`src/rtl/switch_status_debouncer_pkg.sv`:
```
// Shared greenhouse display constants: switch count, debounce timing and toggle counter width.
package switch_status_debouncer_pkg;
  localparam int N_SW_DEFAULT            = 4;
  localparam int DEBOUNCE_CYCLES_DEFAULT = 500000;
  localparam int CNT_W_DEFAULT           = 20;
  localparam int TOGGLE_W                = 8;
endpackage

```
`src/rtl/switch_status_debouncer_debounce_channel.sv`:
```
// One switch channel: 2-flop synchronizer followed by a stable-count debouncer.
module debounce_channel
  import switch_status_debouncer_pkg::*;
#(
  parameter int DEBOUNCE_CYCLES = DEBOUNCE_CYCLES_DEFAULT,
  parameter int CNT_W           = CNT_W_DEFAULT
) (
  input  logic clk,
  input  logic reset,
  input  logic raw_i,
  output logic level_o,
  output logic change_o
);
  localparam logic [CNT_W-1:0] TERM = CNT_W'(DEBOUNCE_CYCLES - 1);

  logic             sync1_q, sync2_q;
  logic [CNT_W-1:0] cnt_q, cnt_d;
  logic             level_q, level_d;
  logic             change_q, change_d;

  always_comb begin
    cnt_d    = cnt_q;
    level_d  = level_q;
    change_d = 1'b0;
    // Any sample matching the accepted level restarts the count, so glitches never accumulate.
    if (sync2_q == level_q) begin
      cnt_d = '0;
    end else if (cnt_q == TERM) begin
      level_d  = sync2_q;
      cnt_d    = '0;
      change_d = 1'b1;
    end else begin
      cnt_d = cnt_q + CNT_W'(1);
    end
  end

  always_ff @(posedge clk or posedge reset) begin
    if (reset) begin
      sync1_q  <= 1'b0;
      sync2_q  <= 1'b0;
      cnt_q    <= '0;
      level_q  <= 1'b0;
      change_q <= 1'b0;
    end else begin
      sync1_q  <= raw_i;
      sync2_q  <= sync1_q;
      cnt_q    <= cnt_d;
      level_q  <= level_d;
      change_q <= change_d;
    end
  end

  assign level_o  = level_q;
  assign change_o = change_q;
endmodule

```
`src/rtl/switch_status_debouncer.sv`:
```
// Debounced, frame-latched switch status for the indicator overlays.
// Optional per-channel saturating toggle counters under SWITCH_TOGGLE_COUNT_EN.
module switch_status_debouncer
  import switch_status_debouncer_pkg::*;
#(
  parameter int N_SW            = N_SW_DEFAULT,
  parameter int DEBOUNCE_CYCLES = DEBOUNCE_CYCLES_DEFAULT,
  parameter int CNT_W           = CNT_W_DEFAULT
) (
  input  logic                       clk,
  input  logic                       reset,
  input  logic [N_SW-1:0]            sw_raw,
  input  logic                       frame_start,
`ifdef SWITCH_TOGGLE_COUNT_EN
  input  logic                       clear_counts,
  output logic [N_SW*TOGGLE_W-1:0]   toggle_count,
`endif
  output logic [N_SW-1:0]            status,
  output logic [N_SW-1:0]            status_live,
  output logic [N_SW-1:0]            change_pulse
);
  logic [N_SW-1:0] status_q, status_d;

  for (genvar g = 0; g < N_SW; g++) begin : gen_ch
    debounce_channel #(
      .DEBOUNCE_CYCLES (DEBOUNCE_CYCLES),
      .CNT_W           (CNT_W)
    ) u_ch (
      .clk      (clk),
      .reset    (reset),
      .raw_i    (sw_raw[g]),
      .level_o  (status_live[g]),
      .change_o (change_pulse[g])
    );
  end

  // Latching the pre-edge status_live means a same-edge acceptance waits for the next frame.
  always_comb begin
    status_d = status_q;
    if (frame_start) status_d = status_live;
  end

  always_ff @(posedge clk or posedge reset) begin
    if (reset) status_q <= '0;
    else       status_q <= status_d;
  end

  assign status = status_q;

`ifdef SWITCH_TOGGLE_COUNT_EN
  logic [N_SW-1:0][TOGGLE_W-1:0] tcnt_q, tcnt_d;

  always_comb begin
    tcnt_d = tcnt_q;
    for (int i = 0; i < N_SW; i++) begin
      if (clear_counts)                               tcnt_d[i] = '0;
      else if (change_pulse[i] && (tcnt_q[i] != '1)) tcnt_d[i] = tcnt_q[i] + TOGGLE_W'(1);
    end
  end

  always_ff @(posedge clk or posedge reset) begin
    if (reset) tcnt_q <= '0;
    else       tcnt_q <= tcnt_d;
  end

  assign toggle_count = tcnt_q;
`endif
endmodule
```
`config.mk`:
```
export PLATFORM = sky130hd
export DESIGN_NAME = switch_status_debouncer
export DESIGN_NICKNAME = d
export VERILOG_FILES = /design/src/rtl/switch_status_debouncer_pkg.sv /design/src/rtl/switch_status_debouncer_debounce_channel.sv /design/src/rtl/switch_status_debouncer.sv
export SDC_FILE = /design/constraint.sdc
export NUM_CORES = 1
export LEC_CHECK = 0
export BUFFER_PORTS_ARGS = -buffer_cell sky130_fd_sc_hd__buf_2
export CORE_UTILIZATION = 40
export CTS_CLUSTER_SIZE = 16
export DETAILED_ROUTE_END_ITERATION = 6
export MAX_ROUTING_LAYER = met4
export PLACE_DENSITY_LB_ADDON = 0.25
export SETUP_SLACK_MARGIN = 0.4
export SLEW_MARGIN = 20
export SYNTH_ARGS = -nofsm -noshare
export SYNTH_HDL_FRONTEND = slang
export SYNTH_HIERARCHICAL = 1
export SYNTH_SLANG_ARGS = --single-unit
```
`constraint.sdc`:
```
create_clock -name clk -period 3.2 [get_ports clk]
set_clock_uncertainty 0.2 [all_clocks]
set_input_delay 0.16 -clock clk [delete_from_list [all_inputs] [get_ports clk]]
set_output_delay 0.16 -clock clk [all_outputs]
set_load 0.1 [all_outputs]
```
== Word level (Yosys, flattened, before mapping) ==
Index checks and enable logic that the tools add are counted.
Widths: inputs -> output; s select.
Storage, ports and cells
  register bits: 100
  latch bits: 0
  bits in writable memories: 0
  memory bits (read-only): 0
  bits of input ports: 7
  output and inout bits: 12
  word-level logic and storage cells: 57
  memories: 0
Cells by class
  add/subtract/negate cells: 4
  $mul: 0
  div/mod/pow operators: 0
  $lt $le $gt $ge: 0
  equal/unequal tests: 8
  shift operators: 0
  muxes and demuxes: 16
  bitwise operators: 4
  reductions and logical operators: 4
Operators by type and width (number)
  $mux 20: 8
  $add 20x1->20 const B: 4
  $eq 20x19->1 const B: 4
  $mux 1: 8
  $reduce_and 2->1: 4
  $eq 1x1->1: 4
  $not 1->1: 4

== Logic depth before layout (Yosys ltp) ==
Gate-level depths: netlist of the first run.
  word-level depth: 3
  depth in mapped cells: 5
  gate-level depth less buffers: 5

== Modules after synthesis ==
The synthesis of the first run kept the hierarchy.
Modules (own cells, without submodules)
  debounce_channel: times used 4, cells each 115, area each 1156.1 µm², sequential area each 600.6 µm²
  switch_status_debouncer: times used 1, cells each 9, area each 148.9 µm², sequential area each 100.1 µm²

== Least setup slack after synthesis of the first run ==
Ideal clock, no wire load.
  path kind: register to register
  start: register gen_ch[0].u_ch.level_q
  end: register gen_ch[0].u_ch.cnt_q[10]
  setup time: 0.132 ns
  arrival time: 1.806 ns
  required time: 2.868 ns
  setup slack: 1.062 ns
  cell stages (with the launch flop): 6
  path buffers: 1
  clock period less this slack: 2.138 ns
  cells stage by stage: dfrtp_1 -> xnor2_1 -> inv_1 -> o31ai_2 -> clkbuf_1 -> nor2_1
On the way
  cells in the longest elaborated chain, start to end: 2
Ends and longest elaborated chain
  start, declared: line switch_status_debouncer_debounce_channel.sv:18  | logic level_q, level_d;
  start signal, assigned: line switch_status_debouncer_debounce_channel.sv:48  | level_q <= level_d;
  $eq 1x1->1: line switch_status_debouncer_debounce_channel.sv:26  | if (sync2_q == level_q) begin
  $mux 20: line switch_status_debouncer_debounce_channel.sv:26
  named net gen_ch[0].u_ch.cnt_d[10]: line switch_status_debouncer_debounce_channel.sv:17  | logic [CNT_W-1:0] cnt_q, cnt_d;
  end signal, assigned: line switch_status_debouncer_debounce_channel.sv:47  | cnt_q <= cnt_d;
  end, declared: line switch_status_debouncer_debounce_channel.sv:17
The timed path passes the listed nets, and every way through them passes these cells.
A chain may end at the register's enable or synchronous reset.

== Final worst setup path of the first run ==
  start: register gen_ch[1].u_ch.cnt_q[0]
  end: register gen_ch[1].u_ch.cnt_q[18]
On the way
  cells in the longest elaborated chain, start to end: 3
  elaborated cells between the ends (all ways): 4
  classes of those cells: add/sub (1); eq/ne (1); mux (2)
Ends and longest elaborated chain
  start, declared: line switch_status_debouncer_debounce_channel.sv:17
  start signal, assigned: line switch_status_debouncer_debounce_channel.sv:47
  $add 20x1->20 or $eq 20x19->1 (tied branches): line switch_status_debouncer_debounce_channel.sv:33, switch_status_debouncer_debounce_channel.sv:28
  $mux 20 (*): line switch_status_debouncer_debounce_channel.sv:28  | end else if (cnt_q == TERM) begin
  $mux 20 (*): line switch_status_debouncer_debounce_channel.sv:26
  named net gen_ch[1].u_ch.cnt_d[18]: line switch_status_debouncer_debounce_channel.sv:17
Mark *: on every way through the listed nets, which the timed path passes. The rest lies on a longest branch.

==> results of run 1 <==
-- final timing paths --
check                      depth (start not counted)                                  to                               from  slack, ns
setup / recovery                                   5  gen_ch[1].u_ch/cnt_q[18]$_DFF_PP0_  gen_ch[1].u_ch/cnt_q[0]$_DFF_PP0_       0.86
hold / removal                                     3               status[1]$_DFFE_PP0P_                              reset       0.13
setup reg to reg                                   5  gen_ch[1].u_ch/cnt_q[18]$_DFF_PP0_  gen_ch[1].u_ch/cnt_q[0]$_DFF_PP0_       0.86
hold reg to reg                                    0    gen_ch[1].u_ch/sync2_q$_DFF_PP0_   gen_ch[1].u_ch/sync1_q$_DFF_PP0_       0.15
max in group asynchronous                          3  gen_ch[0].u_ch/cnt_q[10]$_DFF_PP0_                              reset       1.81
min in group clk                                   0    gen_ch[1].u_ch/sync2_q$_DFF_PP0_   gen_ch[1].u_ch/sync1_q$_DFF_PP0_       0.15
-- cells in the mapped netlist --
cell type                  number
sky130_fd_sc_hd__o31ai_1        4
sky130_fd_sc_hd__and4_1         4
sky130_fd_sc_hd__or4_1         12
sky130_fd_sc_hd__mux2_2         8
sky130_fd_sc_hd__ha_1           4
sky130_fd_sc_hd__nand4_1       16
sky130_fd_sc_hd__nor3_1        12
sky130_fd_sc_hd__xnor2_1       48
sky130_fd_sc_hd__dfrtp_1      100
sky130_fd_sc_hd__or3_2         12
sky130_fd_sc_hd__nand3_1       24
sky130_fd_sc_hd__or4_2          4
sky130_fd_sc_hd__nand3_2        4
sky130_fd_sc_hd__o21ai_0       16
sky130_fd_sc_hd__a21oi_2        4
sky130_fd_sc_hd__nand2b_1       4
sky130_fd_sc_hd__a21oi_1       16
sky130_fd_sc_hd__nor4_1        20
sky130_fd_sc_hd__nor2_1        76
sky130_fd_sc_hd__o31ai_2        4
sky130_fd_sc_hd__nor4b_1        4
sky130_fd_sc_hd__inv_1         29
sky130_fd_sc_hd__or4b_4         4
sky130_fd_sc_hd__buf_2          4
sky130_fd_sc_hd__nand2_1       20
sky130_fd_sc_hd__nand4_2        4
sky130_fd_sc_hd__xor2_1         8
sky130_fd_sc_hd__clkbuf_1       4
-- sequential cells by signal (all words and copies together) (netlist names) --
signal / cells
gen_ch.u_ch/sync1_q: 4
gen_ch.u_ch/change_o: 4
status: 4
gen_ch.u_ch/sync2_q: 4
gen_ch.u_ch/cnt_q: 80
gen_ch.u_ch/level_o: 4
-- cells by family (layout without fill, tap and decap cells) --
kind of cell / Yosys count / after routing / synth area share [%]
and+or+nand+nor: 220 / 220 / 25.58
adders and majority gates: 4 / 4 / 1.049
buffers and inverters: 37 / 74 / 3.014
muxes: 8 / 8 / 1.887
DFF: 100 / 100 / 52.42
xor gates and xnor gates: 56 / 56 / 10.28
AOI/OAI and AO/OA: 44 / 44 / 5.767
-- routing by layer --
layer | GRT usage, % | share of wire, % | vias to the layer above
met3 | 4.319 | 2.7 | 7
met4 | 6.577 | 1.4 | 0
li1 | - | - | 1713
met1 | 21.50 | 48 | 1687
met5 | - | 0 | -
met2 | 27.21 | 48 | 47
-- worst reg2reg max path: stages, from the launching register on --
cell	delay [ns]
sky130_fd_sc_hd__dfrtp_1	0.40
sky130_fd_sc_hd__ha_1	0.25
sky130_fd_sc_hd__nand4_2	0.29
sky130_fd_sc_hd__or4_2	0.78
sky130_fd_sc_hd__o21ai_0	0.18
sky130_fd_sc_hd__a21oi_1	0.09
-- where the power goes --
group          switching (mW)  total [mW]  leakage (nW)  internal [mW]
clock network           0.479        1.19         0.156          0.710
registers              0.0156        1.30          1.37           1.28
logic                  0.0584      0.0862         0.647         0.0278
-- layout make-up --
class                           count  share of cell area [%]
Clock buffer                       11                   4.468
Clock inverter                      5                   1.566
Inverter                           29                   2.004
Multi-Input combinational cell    332                   39.15
Sequential cell                   100                   46.06
Tap cell                          143                   3.293
Timing Repair Buffer               29                   3.455
-- placed cells by master (no fill, tap or decap), types with 16 or more instances in the layout --
cell type / synthesis / final
sky130_fd_sc_hd__buf_2: 4 / 18
sky130_fd_sc_hd__o21ai_0: 16 / 16
sky130_fd_sc_hd__xnor2_1: 48 / 48
sky130_fd_sc_hd__nand3_1: 24 / 24
sky130_fd_sc_hd__nand2_1: 20 / 20
sky130_fd_sc_hd__dfrtp_1: 100 / 100
sky130_fd_sc_hd__nand4_1: 16 / 16
sky130_fd_sc_hd__a21oi_1: 16 / 16
sky130_fd_sc_hd__inv_1: 29 / 29
sky130_fd_sc_hd__nor2_1: 76 / 76
sky130_fd_sc_hd__nor4_1: 20 / 20
-- timing repair --
item	CTS	global route
buffers inserted	0	0
hold buffers	6	0
hold endpoints to repair	108	0
==> run metrics, run 1 <==
area of the die=12370 um2; total power=2.571 mW; number of iterations in the first detailed-routing pass=4; DRC violation count after routing=0; critical path startpoint category=register; net count reported at finish=512; cts repair resizes=0; core area=11520 um2; sum of net half-perimeters after detailed placement=6441 um; total global routing track utilization=17.29%; sequential cell area=2502 um2; setup repair after global routing missed its margin=false; Yosys warning count=6; crit path DAT=2.34 ns; Slew HR=38.85%; post-synth net total=480; final weighted congestion in routability-driven placement=0.8038; worst skew pair latency=0.35 ns; # fillers=1067; total global routing overflow=0; largest incremental delay on the critical path=0.78 ns; Hold Fails Final Rpt=0; clock transition at the registers of the reported paths=0.07 ns; share of the clock period used by the worst path after layout=73.28%; final setup violation count=0; kind of cell adding the most delay to the critical path=simple AND/OR/NAND/NOR gates; cell area power density=473.3 nW/um2; number of register bits inferred by synthesis=100; number of vias in the routed layout=3454; Clock Root Buffer=sky130_fd_sc_hd__clkbuf_16; Area after DPL=5045 um2; Least-Margin Pin Slew=0.9163 ns; cell-by-cell listing of the critical path=ha_1 > nand4_2 > or4_2 > o21ai_0 > a21oi_1; Finished Core Util=47.18%; DRT Wirelength=9220 um; total number of H-tree levels=3; number of vias per cell=5.322; vias in the first global route=3569; number of violations reported at the end of detailed-routing iteration 0=126; Bufs and invs on worst path=0; fmax=0.4265 GHz; number of port buffers=18; initial antenna violation count=0; Wirelength per Cell=14.21 um; cell area after technology mapping=4773 um2; post-route setup slack=0.8551 ns; total of max-cap violations=0; Total Negative Setup Slacks=0 ns; area fraction of the dominant cell type after synthesis=52.42%; die span in y=111.2 um; pin count of the biggest net entering global routing=25; Max rail drop VDD=304.1 uV; Finished Layout Cells=649; HP Class=primary input to async pin; final cell area excluding filler cells=5433 um2; number of nets still failing antenna checks after routing=0; number of core rows=39; worst hold margin=0.1318 ns; ratio of cells with drive above 1 in the final layout=16.21%; Inserted Clock Buffers=9; post-synthesis sequential area ratio=52.42%; number of slew-limit violations in the final report=0; CTS tree=built; Cells after Synth=469; count of antenna diodes in the layout=0; crit path capture type=register; CTS sink cnt=100; Syn Area/Cell=10.18 um2; cell types occupying the most area after synthesis=sky130_fd_sc_hd__dfrtp_1 52%, sky130_fd_sc_hd__xnor2_1 8.8%, sky130_fd_sc_hd__nor2_1 6.0%; first-pass GRT wire length=16750 um; LEAKAGE=2.171 nW; starting density of the core=41.45%; slowest stage cell on the critical path=sky130_fd_sc_hd__or4_2; post-synth cell types=28; dominant cell type by area after synthesis=sky130_fd_sc_hd__dfrtp_1; clock period minus worst slack=2.345 ns; largest fanout on the critical path=10; multi-input gate area in the final layout=2127 um2; minimum setup slack after placement=0.8684 ns; placed instance count=627; status=completed; Die Width=111.2 um; type of the worst setup path=register to register; number of ports placed on the die boundary=19; layout-stage area growth over the synthesis result=13.81%; maximum number of buffers from clock root to sink=2; worst endpoint required time=3.19 ns
Note: power is estimated with default switching activity, not from simulation.
==> run 2, diff against run 1 <==
--- a/config.mk
+++ b/config.mk
@@ -5,6 +5,7 @@
 export SDC_FILE = /design/constraint.sdc
 export NUM_CORES = 1
 export LEC_CHECK = 0
+export ABC_AREA = 1
 export BUFFER_PORTS_ARGS = -buffer_cell sky130_fd_sc_hd__buf_2
 export CORE_UTILIZATION = 40
 export CTS_CLUSTER_SIZE = 16
==> constraint.sdc (replaced) <==
create_clock -name clk -period 2.2 [get_ports clk]
set_clock_uncertainty 0.2 [all_clocks]
set_input_delay 0.11 -clock clk [delete_from_list [all_inputs] [get_ports clk]]
set_output_delay 0.11 -clock clk [all_outputs]
set_load 0.1 [all_outputs]
==> run 2 against run 1 <==
  * Register-to-register slack worse by 0.26 ns
  * Sequential power up 45%
  * Power grew 45%
  * Core utilization decreased by 0.53 points
  * Final cell count up 43%
  * Fmax rose by 46%
  * Count of clock-buffer cells in the layout unchanged
  * Final area increased by 14%
  * Clock power is 45% higher
  * Largest cell class is now multi-input gates
==> run metrics, run 2 <==
largest fanout on the critical path=8 (-2); pin count of the biggest net entering global routing=25 (unchanged); cell area after technology mapping=5468 um2 (+15%); layout-stage area growth over the synthesis result=13.41%; worst hold margin=0.03675 ns (-0.09503 ns); cell-by-cell listing of the critical path=ha_1 > nand2_1 > nor2_1 > nand3_4 > nand2_2 > nor2_1; Syn Area/Cell=7.745 um2 (-24%); number of core rows=42 (+7.7%); CTS sink cnt=100 (unchanged); setup repair after global routing missed its margin=false; Finished Layout Cells=925 (+43%); setup slack on the worst flop-to-flop path=0.59 ns (-0.26 ns); Hold Fails Final Rpt=0 (unchanged); slowest stage cell on the critical path=sky130_fd_sc_hd__dfrtp_1; ratio of cells with drive above 1 in the final layout=16.15% (-0.051 points); die span in y=118.9 um (+6.9%); proportion of synthesized flip-flops having asynchronous set or reset=100.0% (unchanged); sequential cell area=2507 um2 (+0.20%); endpoint of the worst setup timing path=gen_ch[1].u_ch/cnt_q[0]$_DFF_PP0_; LEAKAGE=2.831 nW (+30%); Power Internal=2.909 mW (+44%); worst endpoint required time=2.25 ns (-0.94 ns); switching share of total power=22.12% (+0.62 points); combinational share of power=3.6% (+0.2 points); number of violations reported at the end of detailed-routing iteration 0=315 (+150%); number of register bits inferred by synthesis=100 (unchanged); clock network fraction of design power=46.0% (-0.2 points); core area=13300 um2 (+15%); origin of the worst setup path=gen_ch[1].u_ch/cnt_q[0]$_DFF_PP0_; initial antenna violation count=0 (unchanged); area fraction of the dominant cell type after synthesis=45.77% (-6.7 points); Die Width=118.9 um (+6.9%); Synth top cells by count=156 x sky130_fd_sc_hd__nor2_1, 140 x sky130_fd_sc_hd__nand2_1, 100 x sky130_fd_sc_hd__dfrtp_1; largest incremental delay on the critical path=0.39 ns (-0.39 ns); Wirelength per Cell=12.54 um (-12%); Total Negative Setup Slacks=0 ns (unchanged); post-synthesis sequential area ratio=45.77% (-6.7 points); number of nets still failing antenna checks after routing=0 (unchanged); Cells after Synth=706 (+51%); cell types occupying the most area after synthesis=sky130_fd_sc_hd__dfrtp_1 46%, sky130_fd_sc_hd__nor2_1 11%, sky130_fd_sc_hd__nand2_1 9.6%; Reg with most FFs=gen_ch.u_ch/cnt_q; DRC violation count after routing=0 (unchanged); number of slew-limit violations in the final report=0 (unchanged); Crit Reg-Reg Endpoint=gen_ch[1].u_ch/cnt_q[0]$_DFF_PP0_; worst skew pair latency=0.36 ns (about the same); clock period minus worst slack=1.607 ns (-0.7377 ns); number of iterations in the first detailed-routing pass=4 (unchanged); final setup violation count=0 (unchanged); total global routing track utilization=18.70% (+1.4 points); Max rail drop VDD=436.8 uV (+44%); number of vias in the routed layout=4401 (+27%); count of antenna diodes in the layout=0 (unchanged); crit path capture type=register; status=completed; maximum number of buffers from clock root to sink=2 (unchanged); Slew HR=39.58% (+0.73 points); kind of cell adding the most delay to the critical path=simple AND/OR/NAND/NOR gates; # fillers=1308 (+23%); number of setup buffers added after CTS=0 (unchanged); cell area power density=602.3 nW/um2 (+27%); critical path startpoint category=register; HP Class=primary input to async pin; DRT Wirelength=11600 um (+26%); total power=3.735 mW (+45%); number of vias per cell=4.758 (-11%); crit path DAT=1.65 ns (-0.69 ns); total of max-cap violations=0 (unchanged); sequential cell fraction of total power=50.3% (about the same); top library cells by usage in the layout, fill and taps aside=155 x sky130_fd_sc_hd__nor2_1, 140 x sky130_fd_sc_hd__nand2_1, 96 x sky130_fd_sc_hd__dfrtp_1; most instantiated library cell after synthesis=sky130_fd_sc_hd__nor2_1; most used cell, CP=sky130_fd_sc_hd__nor2_1; final weighted congestion in routability-driven placement=0.9181 (+14%); most common cell after layout, fill and taps aside=sky130_fd_sc_hd__nor2_1; multi-input gate area in the final layout=2615 um2 (+23%); dominant cell type by area after synthesis=sky130_fd_sc_hd__dfrtp_1; fmax=0.6222 GHz (+46%); number of flops mapped to enable cells by yosys=0 (unchanged); CTS tree=built; total global routing overflow=0 (unchanged); placed instance count=903 (+44%); total number of H-tree levels=3 (unchanged); first-pass GRT wire length=20350 um (+22%); net switching power=0.8264 mW (+49%); startpoint of the worst-slack reg-to-reg timing path=gen_ch[1].u_ch/cnt_q[0]$_DFF_PP0_; Yosys warning count=6 (unchanged); clock transition at the registers of the reported paths=0.07 ns (about the same); Inserted Clock Buffers=9 (unchanged); Clock Root Buffer=sky130_fd_sc_hd__clkbuf_16; share of the clock period used by the worst path after layout=73.05% (-0.22 points); starting density of the core=41.13% (-0.32 points); Bufs and invs on worst path=0 (unchanged); net count reported at finish=755 (+47%); number of stages on the worst setup path=6 (+1); post-synth cell types=23 (-18%); number of ports placed on the die boundary=19 (unchanged); Largest register FFs=80 (unchanged); r2r worst-path depth=6 (+1); vias in the first global route=4386 (+23%); sum of net half-perimeters after detailed placement=8750 um (+36%); type of the worst setup path=register to register; Least-Margin Pin Slew=0.9053 ns (-0.01099 ns); ys flop type=sky130_fd_sc_hd__dfrtp_1; post-synth net total=717 (+49%); area of the die=14140 um2 (+14%); number of port buffers=18 (unchanged)
run 2: cell count changes after synthesis, sizes merged, moves of 12 or more:
cell   change
nand4     -20
inv       +61
nor2     +120
nor4      -20
or3       -12
or4       -16
nand2    +148
xnor2     -36
nand3     +28
run 2: worst min path at each step:
stage                                 end  cells past startpoint  slack [ns]
finish              status[3]$_DFFE_PP0P_                      3        0.04
global route        status[3]$_DFFE_PP0P_                      3        0.07
CTS                 status[3]$_DFFE_PP0P_                      3        0.03
detailed placement  status[2]$_DFFE_PP0P_                      2       -0.15
global placement    status[2]$_DFFE_PP0P_                      2       -0.16
floorplan           status[0]$_DFFE_PP0P_                      1       -0.32
run 2: stage by stage:
step | cell area (um2) | utilization (%) | worst slack [ns]
6_report | 6201 | 46.64 | 0.5928
5_1_grt | 6201 | 46.64 | 0.4099
4_1_cts | 6198 | 46.62 | 0.5463
3_5_place_dp | 5821 | 43.78 | 0.5824
3_3_place_gp | 5821 | 43.78 | 0.5965
2_1_floorplan | 5473 | - | 0.5921
run 2: kinds of logic after synthesis:
logic type | synth area share, %
AOI/OAI and AO/OA | 4.394
xor gates and xnor gates | 4.485
adders and majority gates | 0.9154
buffers and inverters | 6.453
DFF | 45.77
and+or+nand+nor | 37.99
run 2: routing by layer:
layer / vias to the layer above / share of wire (%) / track usage [%]
li1: 2257 / - / -
met5: - / 0 / -
met1: 2032 / 48 / 23.83
met4: 0 / 2.2 / 8.070
met2: 91 / 46 / 29.09
met3: 21 / 4.1 / 3.592
run 2: cell type report:
class	count	share of cell area (%)
Clock buffer	11	3.753
Clock inverter	5	1.372
Inverter	90	5.448
Multi-Input combinational cell	512	42.17
Sequential cell	100	40.44
Tap cell	176	3.551
Timing Repair Buffer	31	3.269
run 2: what timing repair did:
| action | in CTS | in global routing |
|---|---|---|
| hold buffers | 6 | 0 |
| endpoints found under the setup margin | 0 | 2 |
| hold endpoints to repair | 108 | 0 |
| resized for setup | 0 | 1 |
run 2: tightest hold or removal path: cells and delay by family:
kind	cells	cell delay [ns]
buffers and inverters	3	0.85
run 2: power groups by stage:
stage / clock, mW / sequential [mW] / combinational (mW)
after global routing: 1.84 / 1.88 / 0.159
final: 1.72 / 1.88 / 0.135
after detailed placement: 0 / 1.92 / 0.132
after CTS: 1.77 / 1.88 / 0.141
after floorplan: 0 / 1.91 / 0.0889
after global placement: 0 / 1.91 / 0.130
==> run 3, diff against run 2 <==
==> constraint.sdc (replaced) <==
create_clock -name clk -period 1.65 [get_ports clk]
set_clock_uncertainty 0.2 [all_clocks]
set_input_delay 0.0825 -clock clk [delete_from_list [all_inputs] [get_ports clk]]
set_output_delay 0.0825 -clock clk [all_outputs]
set_load 0.1 [all_outputs]
==> run 3 against run 2 <==
  * Sequential cell count unchanged
  * Final cell count increased by 9.4%
  * Worst setup slack got worse by 0.49 ns
  * Combinational power rose by 130%
  * Die area unchanged
  * Count of clock-buffer cells in the layout down 1
  * Global-route usage grew 2.4 points
  * Highest routed layer unchanged
  * Sequential power is 34% higher
  * Sequential share of layout area down 8.7 points
  * Wire length up 22%
==> run metrics, run 3 (synthesis gave the netlist of run 2 again) <==
count of antenna diodes in the layout=0 (unchanged); cell-by-cell listing of the critical path=nor2_1 > nand2_1 > nor2_2 > nand3_4 > nand2_8 > nor2_2; Least-Margin Pin Slew=0.3810 ns (-0.5243 ns); Clock Root Buffer=sky130_fd_sc_hd__clkbuf_16; number of vias per cell=4.859 (+2.1%); initial antenna violation count=0 (unchanged); CTS tree=built; cell area power density=663.8 nW/um2 (+10%); Hold Fails Final Rpt=0 (unchanged); total of max-cap violations=0 (unchanged); layout-stage area growth over the synthesis result=46.13%; sum of net half-perimeters after detailed placement=9149 um (+4.6%); slowest stage cell on the critical path=sky130_fd_sc_hd__dfrtp_1; Reg with most FFs=gen_ch.u_ch/cnt_q; crit path capture type=register; number of vias in the routed layout=4917 (+12%); maximum number of buffers from clock root to sink=2 (unchanged); Inserted Clock Buffers=9 (unchanged); Wirelength per Cell=13.99 um (+12%); Die Width=118.9 um (unchanged); Total Negative Setup Slacks=0 ns (unchanged); starting density of the core=41.13% (unchanged); status=completed; share of the clock period used by the worst path after layout=93.93% (+21 points); type of the worst setup path=register to register; number of nets still failing antenna checks after routing=0 (unchanged); DRC violation count after routing=0 (unchanged); core area=13300 um2 (unchanged); total number of H-tree levels=3 (unchanged); Max rail drop VDD=553.7 uV (+27%); Slew HR=74.57% (+35 points); net count reported at finish=842 (+12%); CTS sink cnt=100 (unchanged); fmax=0.6452 GHz (+3.7%); ratio of cells with drive above 1 in the final layout=45.33% (+29 points); Largest register FFs=80 (unchanged); clock transition at the registers of the reported paths=0.07 ns (about the same); die span in y=118.9 um (unchanged); crit path DAT=1.59 ns (-0.06 ns); number of core rows=42 (unchanged); final weighted congestion in routability-driven placement=0.9874 (+7.5%); largest fanout on the critical path=8 (unchanged); worst hold margin=0.03517 ns (-0.001577 ns); most common cell after layout, fill and taps aside=sky130_fd_sc_hd__nand2_1; total power=5.304 mW (+42%); Finished Core Util=60.10% (+13 points); total global routing track utilization=21.07% (+2.4 points); pin count of the biggest net entering global routing=25 (unchanged); top library cells by usage in the layout, fill and taps aside=114 x sky130_fd_sc_hd__nand2_1, 109 x sky130_fd_sc_hd__nor2_1, 79 x sky130_fd_sc_hd__dfrtp_1; number of ports placed on the die boundary=19 (unchanged); LEAKAGE=3.503 nW (+24%); worst skew pair latency=0.35 ns (about the same); critical path startpoint category=register; total global routing overflow=0 (unchanged); number of iterations in the first detailed-routing pass=4 (unchanged); largest incremental delay on the critical path=0.44 ns (+0.05 ns); HP Class=primary input to async pin; number of port buffers=18 (unchanged); area of the die=14140 um2 (unchanged); first-pass GRT wire length=22920 um (+13%); most used cell, CP=sky130_fd_sc_hd__nor2_2; DRT Wirelength=14160 um (+22%); vias in the first global route=4736 (+8.0%); clock period minus worst slack=1.550 ns (-0.05726 ns); final setup violation count=0 (unchanged); setup repair after global routing missed its margin=true; number of violations reported at the end of detailed-routing iteration 0=281 (-11%); worst endpoint required time=1.69 ns (-0.56 ns); number of slew-limit violations in the final report=0 (unchanged)
[run 3: final timing paths]
check,startpoint,endpoint,slack [ns],cells past startpoint
setup / recovery,gen_ch[3].u_ch/cnt_q[5]$_DFF_PP0_,gen_ch[3].u_ch/cnt_q[3]$_DFF_PP0_,0.10,6
hold / removal,reset,status[3]$_DFFE_PP0P_,0.04,3
setup reg to reg,gen_ch[3].u_ch/cnt_q[5]$_DFF_PP0_,gen_ch[3].u_ch/cnt_q[3]$_DFF_PP0_,0.10,6
hold reg to reg,gen_ch[2].u_ch/sync1_q$_DFF_PP0_,gen_ch[2].u_ch/sync2_q$_DFF_PP0_,0.15,0
max in group asynchronous,reset,gen_ch[1].u_ch/cnt_q[8]$_DFF_PP0_,0.58,4
min in group clk,gen_ch[2].u_ch/sync1_q$_DFF_PP0_,gen_ch[2].u_ch/sync2_q$_DFF_PP0_,0.15,0
[run 3: layout make-up]
class	instances	area, um2
clock buffers	10	239.0
multi-input cells	512	3440
flip-flops and latches	100	2539
well taps	176	220.2
fillers	1073	5305
inverters	90	352.8
clock inverters	6	108.9
repair buffers	118	1091
[run 3: through the flow]
stage / std cells / instance area (um2) / setup slack [ns]
after floorplan: 706 / 5791 / 0.2593
after global placement: 908 / 6136 / 0.08337
after detailed placement: 908 / 6136 / 0.1016
after CTS: 987 / 7406 / 0.1529
after global routing: 1012 / 7990 / -0.001997
final: 1012 / 7990 / 0.1001
[run 3: critical path, delay by kind of cell, from the launching register on]
| family | cells | cell delay, ns |
|---|---|---|
| flops | 1 | 0.44 |
| simple gates | 6 | 0.80 |
[run 3: layer usage]
layer,share of wire (%),routed length (um),up-vias,global-route usage (%)
met5,0,0,-,-
met4,2.1,300,0,8.940
met3,3.1,442,21,2.969
met2,51,7176,103,33.63
met1,44,6236,2365,26.89
li1,-,-,2428,-
[run 3: what timing repair did]
action	CTS	global route
pin swaps	70	66
setup buffers	57	25
setup endpoints to repair	98	98
endpoints found under the hold margin	108	0
gates resized for setup	132	109
hold buffers	6	0
[run 3: power breakdown]
| part | total [mW] | switching, mW | internal [mW] |
|---|---|---|---|
| clock | 2.48 | 0.955 | 1.52 |
| sequential | 2.52 | 0.0348 | 2.48 |
| combinational | 0.307 | 0.177 | 0.130 |
| total | 5.30 | 1.17 | 4.14 |
